==> src/rtl/reg_file_wb.sv <==
// Writeback-stage register file with two bypassed read ports and a per-register
// scoreboard of in-flight writes that drives the decode stall.
module reg_file_wb #(
  parameter int unsigned DATA_W   = 32,
  parameter int unsigned ADDR_W   = 4,
  parameter bit          ZERO_REG = 1'b1
) (
  input  logic              clk,
  input  logic              rst_n,
  input  logic              i_WE_MEM_WB,
  input  logic [DATA_W-1:0] i_WB_Data,
  input  logic [ADDR_W-1:0] i_WB_Dir,
  input  logic [ADDR_W-1:0] i_Rs_Dir,
  input  logic [ADDR_W-1:0] i_Rt_Dir,
  input  logic              i_Issue_EN,
  input  logic [ADDR_W-1:0] i_Issue_Dir,
  input  logic              i_Flush,
  output logic [DATA_W-1:0] o_Rs_Data,
  output logic [DATA_W-1:0] o_Rt_Data,
  output logic              o_Stall,
  output logic              o_Issue_Full
);

  localparam int unsigned NREG = 2 ** ADDR_W;

  logic [DATA_W-1:0] regs_q [NREG];
  logic [1:0]        pend_q [NREG];
  logic [1:0]        pend_d [NREG];

  logic write_en;
  logic inc, dec, same_reg;
  logic rs_busy, rt_busy;

  assign write_en = i_WE_MEM_WB && !(ZERO_REG && (i_WB_Dir == '0));

  // Read ports: hard zero first, then same-cycle writeback bypass, then storage.
  always_comb begin
    o_Rs_Data = regs_q[i_Rs_Dir];
    if (ZERO_REG && (i_Rs_Dir == '0))
      o_Rs_Data = '0;
    else if (i_WE_MEM_WB && (i_WB_Dir == i_Rs_Dir))
      o_Rs_Data = i_WB_Data;

    o_Rt_Data = regs_q[i_Rt_Dir];
    if (ZERO_REG && (i_Rt_Dir == '0))
      o_Rt_Data = '0;
    else if (i_WE_MEM_WB && (i_WB_Dir == i_Rt_Dir))
      o_Rt_Data = i_WB_Data;
  end

  // A single outstanding write is resolved by a writeback to the same register
  // in this cycle, since the bypass then supplies the value.
  always_comb begin
    rs_busy = (pend_q[i_Rs_Dir] >= 2'd2) ||
              ((pend_q[i_Rs_Dir] == 2'd1) && !(i_WE_MEM_WB && (i_WB_Dir == i_Rs_Dir)));
    if (ZERO_REG && (i_Rs_Dir == '0))
      rs_busy = 1'b0;

    rt_busy = (pend_q[i_Rt_Dir] >= 2'd2) ||
              ((pend_q[i_Rt_Dir] == 2'd1) && !(i_WE_MEM_WB && (i_WB_Dir == i_Rt_Dir)));
    if (ZERO_REG && (i_Rt_Dir == '0))
      rt_busy = 1'b0;
  end

  assign o_Stall      = rs_busy || rt_busy;
  assign o_Issue_Full = i_Issue_EN && (pend_q[i_Issue_Dir] == 2'd3);

  assign inc      = i_Issue_EN && !o_Issue_Full && !(ZERO_REG && (i_Issue_Dir == '0));
  assign dec      = i_WE_MEM_WB && (pend_q[i_WB_Dir] != 2'd0);
  assign same_reg = (i_Issue_Dir == i_WB_Dir);

  // NOTE: every pend_d entry gets a default before the conditional updates, so
  // this block cannot infer latches; later assignments override earlier ones.
  always_comb begin
    for (int r = 0; r < NREG; r++)
      pend_d[r] = i_Flush ? 2'd0 : pend_q[r];
    if (!i_Flush) begin
      if (inc && !(dec && same_reg))
        pend_d[i_Issue_Dir] = pend_q[i_Issue_Dir] + 2'd1;
      if (dec && !(inc && same_reg))
        pend_d[i_WB_Dir] = pend_q[i_WB_Dir] - 2'd1;
    end
  end

  // NOTE: the register array is reset along with the scoreboard because reads
  // after reset must return zero; this keeps it in flops rather than a RAM macro.
  always_ff @(posedge clk or negedge rst_n) begin
    if (!rst_n) begin
      for (int r = 0; r < NREG; r++) begin
        regs_q[r] <= '0;
        pend_q[r] <= 2'd0;
      end
    end else begin
      for (int r = 0; r < NREG; r++)
        pend_q[r] <= pend_d[r];
      if (write_en)
        regs_q[i_WB_Dir] <= i_WB_Data;
    end
  end

endmodule
==> config.mk <==
export PLATFORM = sky130hd
export DESIGN_NAME = reg_file_wb
export DESIGN_NICKNAME = d
export VERILOG_FILES = /design/src/rtl/reg_file_wb.sv
export SDC_FILE = /design/constraint.sdc
export NUM_CORES = 1
export LEC_CHECK = 0
export ABC_AREA = 0
export CAP_MARGIN = 20
export CORE_MARGIN = 4
export CORE_UTILIZATION = 64
export CTS_BUF_LIST = sky130_fd_sc_hd__clkbuf_4 sky130_fd_sc_hd__clkbuf_8
export DETAILED_ROUTE_END_ITERATION = 10
export PLACE_DENSITY = 0.87
export SLEW_MARGIN = 20
export SYNTH_ARGS = -nofsm -noshare
export SYNTH_HDL_FRONTEND = slang
export SYNTH_SLANG_ARGS = --single-unit
==> constraint.sdc <==
create_clock -name clk -period 4.6 [get_ports clk]
set_input_delay 1.15 -clock clk [delete_from_list [all_inputs] [get_ports clk]]
set_output_delay 1.15 -clock clk [all_outputs]
set_load 0.05 [all_outputs]
==> results of run 1 <==
## cells in the mapped netlist, types with 12 or more instances
library cell | instances | area share (%)
buf_2 | 69 | 1.1
inv_1 | 68 | 0.84
dfrtp_1 | 544 | 45
clkbuf_1 | 134 | 1.6
mux2_1 | 91 | 3.4
a21oi_1 | 22 | 0.36
nand2_1 | 93 | 1.1
mux2i_1 | 25 | 0.82
nor2_1 | 16 | 0.20
o21ai_1 | 51 | 0.84
buf_1 | 18 | 0.22
mux4_2 | 349 | 26
mux2_2 | 407 | 15
o31ai_1 | 15 | 0.37
o21a_1 | 12 | 0.29
o21ai_0 | 21 | 0.34
## power breakdown
part | switching [mW] | leakage, nW | total, mW | internal, mW
Clock | 2.02 | 1.01 | 4.51 | 2.49
Sequential | 0.782 | 6.78 | 6.56 | 5.78
Combinational | 2.01 | 6.76 | 4.66 | 2.65
Total | 4.81 | 14.6 | 15.7 | 10.9
## sequential cells by signal, indices dropped and copies added (netlist names)
register,flops
regs_q,512
pend_q,32
## cell type report
class | count | share of cell area [%]
Antenna cell | 1 | 0.00707
Timing Repair Buffer | 228 | 8.72
Inverter | 68 | 0.721
Clock buffer | 140 | 4.97
Multi-Input combinational cell | 1204 | 44.6
Clock inverter | 14 | 0.396
Sequential cell | 544 | 38.5
Tap cell | 607 | 2.15
## stage by stage
stage / area [sq um] / hold WS [ns]
final: 35400 / 0.397
after detailed placement: 33500 / 0.382
after floorplan: 30500 / 0.441
after global placement: 33500 / 0.376
after CTS: 35400 / 0.398
after global routing: 35400 / 0.410
## worst paths after layout
path | to | cells past startpoint
worst min register to register | regs_q[491] | 0
worst max-delay path | o_Issue_Full | 7
worst max register to register | pend_q[21] | 9
worst min-delay path | regs_q[491] | 0
min in group asynchronous | pend_q[29] | 1
max in group asynchronous | regs_q[235] | 2
## per-layer routing
layer,wire [microns],vias to the layer above
met5,0,-
met4,3690,0
met3,8090,284
met2,41400,1205
met1,30700,10800
li1,-,8026
## worst register-to-register path, delay by kind of cell (launching register included)
family	cells	cell delay [ns]
AO/OA/AOI/OAI	2	0.39
adder cells (fa/ha/maj)	1	0.23
buffers and inverters	1	0.21
flip-flops	1	0.47
multiplexers	3	1.34
AND/OR/NAND/NOR	2	0.44
## logic make-up after synthesis
group / after synthesis
fa+ha+maj: 2
flops: 544
mux: 872
simple gates: 156
compound gates: 163
xor+xnor: 11
buf+inv: 299
## timing repair
item | CTS | global route
gates resized for setup | 0 | 1
endpoints found under the hold margin | 0 | 0
setup endpoints to repair | 0 | 1
==> flow_metrics.py, run 1 <==
metrics = {
    "place": {
        "dp_hpwl_mm": 50.5,
        "portBuffers": 118,
        "numPlacedInstances": 2651,
        "gp_congestion": 0.904,
        "pre_cts_ws_ns": 0.0493,
    },
    "die": {
        "die_height_microns": 226,
        "ios": 119,
        "die_width_microns": 226,
        "design.die.area_sq_um": 51300,
        "rows": 79,
        "core_area_sq_um": 46900,
        "start_util_pct": 65.2,
    },
    "setup_path": {
        "path_buf_inv": 3,
        "r2r_start": "pend_q[27]",
        "r2r_slack_ns": 1.42,
        "critPathMaxFanout": 15,
        "critical_path_class": "in2out",
        "slowest_delay_ns": 0.50,
        "cp.required_ns": 3.45,
        "cpLargestDelayFamily": "multiplexers",
        "arrival_ns": 3.40,
        "critPathLaunchType": "primary input",
        "cp-end-kind": "primary output",
        "path_cells": "clkdlybuf4s50_1, buf_12, mux4_2, mux4_2, ha_1, and2_1, buf_4",
        "crit_top_cell": "mux4_2",
        "critPathLaunch": "i_Issue_Dir[0]",
        "slowest_stage": "clkdlybuf4s50_1",
    },
    "clock_network": {
        "clock-sinks": 544,
        "postCtsSetupBuffers": 0,
        "cts_tree": "done",
        "path_clk_slew_ns": 0.06,
        "cts_max_level": 3,
        "cts-root-buf": "clkbuf_8",
        "cts_buffers": 88,
        "clock_insertion_delay_worst_skew_ns": 0.72,
        "cts_hold_buf": 0,
        "clk_path_buf_depth": 3,
    },
    "cells_and_area": {
        "area_growth_pct": 15.9,
        "final_common_cell": "dfrtp_1",
        "multi_input_area_sq_um": 15800,
        "fillers": 2590,
        "layout-drive-gt1-share_pct": 51.2,
        "finish.utilization_pct": 75.6,
        "seqCellArea_sq_um": 13600,
        "stdcell_count": 2806,
        "final_cell_mix": "544 x dfrtp_1, 407 x mux2_2, 349 x mux4_2",
        "num-nets-final": 2189,
    },
    "timing": {
        "finalMaxSlewViolations": 0,
        "setup_viol": 0,
        "setup_ws_ns": 0.0535,
        "period_share_pct": 98.8,
        "worstMarginPinSlew_ns": 0.957,
        "fin_setup_tns_ns": 0,
        "relSlewSlack_pct": 36.2,
        "rsz0062_at_grt": "no",
        "skew_ns": 0.0375,
        "fin_crit_ns": 4.55,
        "fmax_ghz": 0.220,
        "hold_viol_final": 0,
    },
    "synth": {
        "synth_top_family_by_area": "multiplexers",
        "async_flop_share_pct": 100,
        "synth_flop_cell": "dfrtp_1",
        "synth-simple-area-share_pct": 2.39,
        "yosysUniqueCellTypes": 50,
        "seq_area_frac_synth_pct": 44.6,
        "netlist_area_sq_um": 30500,
        "ys_warn_count": 0,
        "syn_nets": 2102,
        "synth_edf_count": 0,
        "synthAdderAreaFrac_pct": 0.0819,
        "synth_mux_area_share_pct": 44.9,
        "netlist_instances": 2047,
        "synth-compound-area-share_pct": 3.60,
        "syn_avg_cell_area_sq_um": 14.9,
        "yosys.area_share.xor_xnor_pct": 0.315,
        "synth_seq_cells": 544,
    },
    "drt": {
        "wl_mm": 83.8,
        "drc": 0,
        "ant_nets": 0,
        "drt_iter0_drc": 2281,
        "post_drt_wl_per_cell_microns": 29.9,
        "via_per_inst": 7.23,
        "vias": 20300,
        "drt_pre_antenna_iters": 5,
    },
    "pwr": {
        "leakage_nw": 14.6,
        "p_total_mw": 15.7,
        "p_per_area_nw_per_um2": 444,
        "irDropWorstVdd_mv": 0.259,
    },
    "grt": {
        "grt_max_degree": 102,
        "gr-total-overflow": 0,
        "grt_first_pass_wirelength_mm": 130,
        "grt_pass1_vias": 21800,
        "antenna_found_initial": 2,
        "grt_usage_pct": 33.5,
        "grtUsageMet1_pct": 44.6,
        "grt_util_met2_pct": 54.2,
        "grt_use_met3_pct": 8.21,
        "top_usage_layer": "met2",
    },
    "hold_path": {
        "min_from": "regs_q[491]",
        "hold_path_class": "reg2reg",
    },
    "status": {
        "status": "finished clean",
    },
    "job": {
        "maxCapViolCount": 0,
    },
}
Note: power is estimated with default switching activity, not from simulation.
==> run 2, diff against run 1 <==
==> constraint.sdc (replaced) <==
create_clock -name clk -period 4.6 [get_ports clk]
set_input_delay 0.46 -clock clk [delete_from_list [all_inputs] [get_ports clk]]
set_output_delay 0.46 -clock clk [all_outputs]
set_load 0.05 [all_outputs]
==> run 2 against run 1 <==
Compared with the run above: critical path depth is 1 higher; largest cell class unchanged; clock power hardly changed; die area stayed put; global-route usage is 1.1 points lower; largest power group unchanged; clock skew is 0.018 ns lower; critical path type unchanged; highest routed layer unchanged.
==> flow_metrics.py, run 2 (synthesis gave the netlist of run 1 again) <==
metrics = {
    "die": {
        "rows": 79,
        "die_height_microns": 226,
        "die_width_microns": 226,
        "start_util_pct": 65.2,
        "core_area_sq_um": 46900,
        "ios": 119,
        "design.die.area_sq_um": 51300,
    },
    "pwr": {
        "pwr-share-clk_pct": 29.8,
        "combPwrFrac_pct": 27.1,
        "irDropWorstVdd_mv": 0.362,
        "p_sw_mw": 4.63,
        "p_seq_share_pct": 43.0,
        "p_total_mw": 15.2,
        "p_per_area_nw_per_um2": 445,
        "p_int_mw": 10.5,
        "leakage_nw": 13.9,
        "swShare_pct": 30.5,
    },
    "setup_path": {
        "cp-end-kind": "primary output",
        "critical_path_class": "in2out",
        "critPathMaxFanout": 23,
        "cp.required_ns": 4.14,
        "r2r_slack_ns": 1.35,
        "arrival_ns": 3.60,
        "reg2reg_to": "pend_q[29]",
        "cp-endpoint": "o_Rs_Data[12]",
        "rr_worst_depth": 11,
        "critPathLaunch": "i_WB_Dir[3]",
        "critPathLaunchType": "primary input",
        "r2r_start": "pend_q[6]",
    },
    "timing": {
        "hold_viol_final": 0,
        "skew_ns": 0.0193,
        "period_share_pct": 88.3,
        "finalMaxSlewViolations": 0,
        "hold_slack_ns": 0.283,
        "setup_viol": 0,
        "relSlewSlack_pct": 20.1,
        "fin_crit_ns": 4.06,
        "setup_ws_ns": 0.539,
        "fmax_ghz": 0.246,
        "worstMarginPinSlew_ns": 1.19,
        "rsz0062_at_grt": "no",
        "fin_setup_tns_ns": 0,
    },
    "cells_and_area": {
        "top_register": "regs_q",
        "largest_reg_flops": 512,
        "stdcell_count": 2763,
        "area_growth_pct": 11.7,
        "design_area_sq_um": 34100,
        "finish.utilization_pct": 72.8,
        "num-nets-final": 2139,
        "fillers": 2856,
        "reg_top3": "regs_q: 512 flops, pend_q: 32 flops",
        "final_common_cell": "dfrtp_1",
        "multi_input_area_sq_um": 15800,
        "seqCellArea_sq_um": 13600,
        "final_cell_mix": "544 x dfrtp_1, 407 x mux2_2, 349 x mux4_2",
        "layout-drive-gt1-share_pct": 48.1,
    },
    "place": {
        "place_area_sq_um": 32100,
        "portBuffers": 118,
        "gp_congestion": 0.964,
        "pre_cts_ws_ns": 0.421,
        "dp_hpwl_mm": 46.0,
        "numPlacedInstances": 2598,
    },
    "clock_network": {
        "cts-root-buf": "clkbuf_8",
        "cts_max_level": 3,
        "cts_tree": "done",
        "cts_buffers": 89,
        "clock_insertion_delay_worst_skew_ns": 0.69,
        "clock-sinks": 544,
        "postCtsResizedCells": 0,
        "path_clk_slew_ns": 0.06,
        "clk_path_buf_depth": 3,
        "postCtsSetupBuffers": 0,
    },
    "drt": {
        "via_per_inst": 7.17,
        "drt_pre_antenna_iters": 5,
        "wl_mm": 80.9,
        "vias": 19800,
        "drc": 0,
        "post_drt_wl_per_cell_microns": 29.3,
        "drt_iter0_drc": 1970,
        "ant_nets": 0,
    },
    "grt": {
        "grt_pass1_vias": 21200,
        "gr-total-overflow": 0,
        "grt_max_degree": 131,
        "grt_first_pass_wirelength_mm": 126,
        "grt_usage_pct": 32.4,
        "antenna_found_initial": 4,
    },
    "job": {
        "maxCapViolCount": 0,
    },
    "hold_path": {
        "hold_path_class": "in2async",
    },
    "status": {
        "status": "finished clean",
    },
}
## run 2: changes by cell type in the layout (fill, tap and decap cells not counted), sizes merged
cell and delta:
diode +3, clkbuf -2, dlygate4sd3 +1, clkinv +3, buf -96, clkinvlp +3, clkdlybuf4s50 +44, bufinv +1
## run 2: routing by layer
| layer | vias to the layer above | wire (microns) | GRT usage, % |
|---|---|---|---|
| met2 | 1154 | 40300 | 53.3 |
| met1 | 10500 | 29600 | 43.2 |
| met5 | - | 0 | 0 |
| li1 | 7952 | - | - |
| met3 | 253 | 7420 | 6.68 |
| met4 | 0 | 3480 | 13.4 |
## run 2: critical path, stage by stage
cell,delay (ns)
clkdlybuf4s50_1,0.77
xnor2_1,0.17
and4_1,0.23
nor2b_4,0.46
buf_12,0.28
nand2_1,0.08
o21ai_1,0.25
clkdlybuf4s50_1,0.88
## run 2: repair_timing
| action | CTS | global route |
|---|---|---|
| hold endpoints to repair | 124 | 0 |
| hold buffers | 1 | 0 |
| setup endpoints to repair | 0 | 0 |
## run 2: worst min path at each step
stage                           start  slack, ns  depth (start not counted)          end
after floorplan                 rst_n       0.16                          0    pend_q[0]
after global placement    regs_q[510]       0.38                          0  regs_q[510]
after detailed placement  regs_q[499]       0.38                          0  regs_q[499]
after CTS                 regs_q[485]       0.40                          0  regs_q[485]
after global routing            rst_n       0.32                          2   pend_q[24]
final                           rst_n       0.28                          2   pend_q[24]
## run 2: cell type report
cell class | count | area share, %
diodes | 4 | 0.0293
clock buffers | 138 | 5.11
clock inverters | 21 | 0.510
inverters | 68 | 0.748
multi-input cells | 1204 | 46.3
flip-flops and latches | 544 | 39.9
well taps | 607 | 2.23
repair buffers | 177 | 5.19
## run 2: power by group through the flow
stage / Combinational, mW / Sequential [mW] / Clock (mW)
after floorplan: 3.10 / 6.30 / 0
after global placement: 3.96 / 6.41 / 0
after detailed placement: 4.09 / 6.56 / 0
after CTS: 4.12 / 6.48 / 4.59
after global routing: 4.36 / 6.63 / 4.82
final: 4.11 / 6.53 / 4.53
==> run 3, diff against run 2 <==
--- a/config.mk
+++ b/config.mk
@@ -7,8 +7,10 @@
 export LEC_CHECK = 0
 export ABC_AREA = 0
 export CAP_MARGIN = 20
+export CELL_PAD_IN_SITES_DETAIL_PLACEMENT = 1
+export CELL_PAD_IN_SITES_GLOBAL_PLACEMENT = 2
 export CORE_MARGIN = 4
-export CORE_UTILIZATION = 64
+export CORE_UTILIZATION = 47
 export CTS_BUF_LIST = sky130_fd_sc_hd__clkbuf_4 sky130_fd_sc_hd__clkbuf_8
 export DETAILED_ROUTE_END_ITERATION = 10
 export PLACE_DENSITY = 0.87
==> run 3 against run 2 <==
Compared with the run above: sequential share of layout area decreased by 0.65 points; register-to-register slack about the same; sequential cell count unchanged; non-clock buffer count is 18 higher; sequential power hardly changed; critical path type unchanged; critical endpoint is now o_Issue_Full; largest power group unchanged.
==> flow_metrics.py, run 3 (synthesis gave the netlist of run 1 again) <==
metrics = {
    "drt": {
        "wl_mm": 91.2,
        "vias": 19700,
        "ant_nets": 0,
        "via_per_inst": 6.49,
        "drc": 0,
        "post_drt_wl_per_cell_microns": 30.0,
        "drt_iter0_drc": 1650,
        "drt_pre_antenna_iters": 5,
    },
    "setup_path": {
        "cp.required_ns": 4.14,
        "r2r_slack_ns": 1.35,
        "arrival_ns": 3.55,
        "critical_path_class": "in2out",
        "rr_worst_depth": 10,
        "path_cells": "clkdlybuf4s50_1, mux2i_1, mux2_2, mux2_2, mux2i_1, ha_1, and2_1, clkdlybuf4s50_1",
        "cp-end-kind": "primary output",
        "critPathLaunchType": "primary input",
        "slowest_delay_ns": 0.93,
        "critPathMaxFanout": 12,
        "slowest_stage": "clkdlybuf4s50_1",
    },
    "cells_and_area": {
        "final_common_cell": "dfrtp_1",
        "layout-drive-gt1-share_pct": 49.5,
        "top_register": "regs_q",
        "reg_top3": "regs_q: 512 flops, pend_q: 32 flops",
        "area_growth_pct": 13.5,
        "final_cell_mix": "544 x dfrtp_1, 407 x mux2_2, 349 x mux4_2",
        "num-nets-final": 2161,
        "largest_reg_flops": 512,
    },
    "hold_path": {
        "hold_depth": 0,
        "hold_path_class": "reg2reg",
    },
    "clock_network": {
        "cts_tree": "done",
        "clock-sinks": 544,
        "cts_buffers": 93,
        "postCtsResizedCells": 0,
        "cts_max_level": 3,
        "clk_path_buf_depth": 3,
        "clock_insertion_delay_worst_skew_ns": 0.70,
        "cts-root-buf": "clkbuf_8",
        "path_clk_slew_ns": 0.07,
    },
    "die": {
        "start_util_pct": 47.5,
        "die_width_microns": 263,
        "die_height_microns": 263,
        "design.die.area_sq_um": 69100,
        "ios": 119,
        "rows": 93,
        "core_area_sq_um": 64300,
    },
    "timing": {
        "fin_setup_tns_ns": 0,
        "hold_viol_final": 0,
        "finalMaxSlewViolations": 0,
        "setup_viol": 0,
        "period_share_pct": 87.2,
        "fmax_ghz": 0.249,
        "rsz0062_at_grt": "no",
        "fin_crit_ns": 4.01,
        "relSlewSlack_pct": 29.1,
        "skew_ns": 0.0209,
        "worstMarginPinSlew_ns": 1.06,
        "setup_ws_ns": 0.587,
    },
    "grt": {
        "gr-total-overflow": 0,
        "grt_pass1_vias": 22300,
        "antenna_found_initial": 4,
        "grt_max_degree": 117,
        "grt_usage_pct": 26.4,
        "grt_first_pass_wirelength_mm": 141,
    },
    "pwr": {
        "p_per_area_nw_per_um2": 451,
        "irDropWorstVdd_mv": 0.204,
        "leakage_nw": 14.1,
    },
    "status": {
        "status": "finished clean",
    },
    "job": {
        "maxCapViolCount": 0,
    },
    "place": {
        "portBuffers": 118,
        "pre_cts_ws_ns": 0.389,
        "dp_hpwl_mm": 54.6,
        "gp_congestion": 0.876,
    },
}
run 3: through the flow:
stage / total power [mW] / utilization (%) / cells / area (sq um) / hold slack (ns)
after global placement: 10.5 / 50.6 / 2865 / 32600 / 0.377
after detailed placement: 10.8 / 50.6 / 2865 / 32600 / 0.384
after global routing: 16.3 / 53.9 / 3036 / 34700 / 0.408
after floorplan: 9.40 / - / 2047 / 30500 / 0.164
final: 15.6 / 53.9 / 3037 / 34700 / 0.396
after CTS: 15.7 / 53.9 / 3034 / 34700 / 0.397
run 3: where the power goes:
group | leakage (nW) | total [mW] | switching, mW | internal, mW
sequential | 6.78 | 6.55 | 0.765 | 5.78
combinational | 6.22 | 4.16 | 1.93 | 2.22
clock | 1.11 | 4.92 | 2.10 | 2.82
total | 14.1 | 15.6 | 4.80 | 10.8
run 3: path summary, 6_finish.rpt:
check | startpoint | to
setup / recovery | i_Issue_Dir[1] | o_Issue_Full
hold / removal | regs_q[496] | regs_q[496]
setup reg to reg | pend_q[2] | pend_q[0]
hold reg to reg | regs_q[496] | regs_q[496]
max in group asynchronous | rst_n | regs_q[388]
min in group asynchronous | rst_n | pend_q[9]
run 3: layout make-up:
class,instances,area [sq um]
Antenna cell,3,7.51
Multi-Input combinational cell,1204,15800
Fill cell,6000,29700
Clock buffer,157,1990
Timing Repair Buffer,195,1830
Sequential cell,544,13600
Inverter,68,255
Clock inverter,11,116
Tap cell,855,1070
run 3: worst max-delay path: cells and delay by family:
kind                       cells  cell delay (ns)
buffers and inverters          2             1.73
muxes                          4             0.98
adders and majority gates      1             0.24
and+or+nand+nor                1             0.15
run 3: what timing repair did:
item                                    in CTS  in global routing
hold endpoints to repair                    81                  0
buffers inserted                             0                  0
hold buffers                                 1                  0
endpoints found under the setup margin       0                  0
run 3: metal layers:
metal  part of all wire [%]  track usage (%)  vias up
met5                  0.014                0        -
met4                    2.8             8.32        2
met1                     42             35.7    10900
met3                    5.3             4.28      187
li1                       -                -     7975
met2                     50             44.3      653
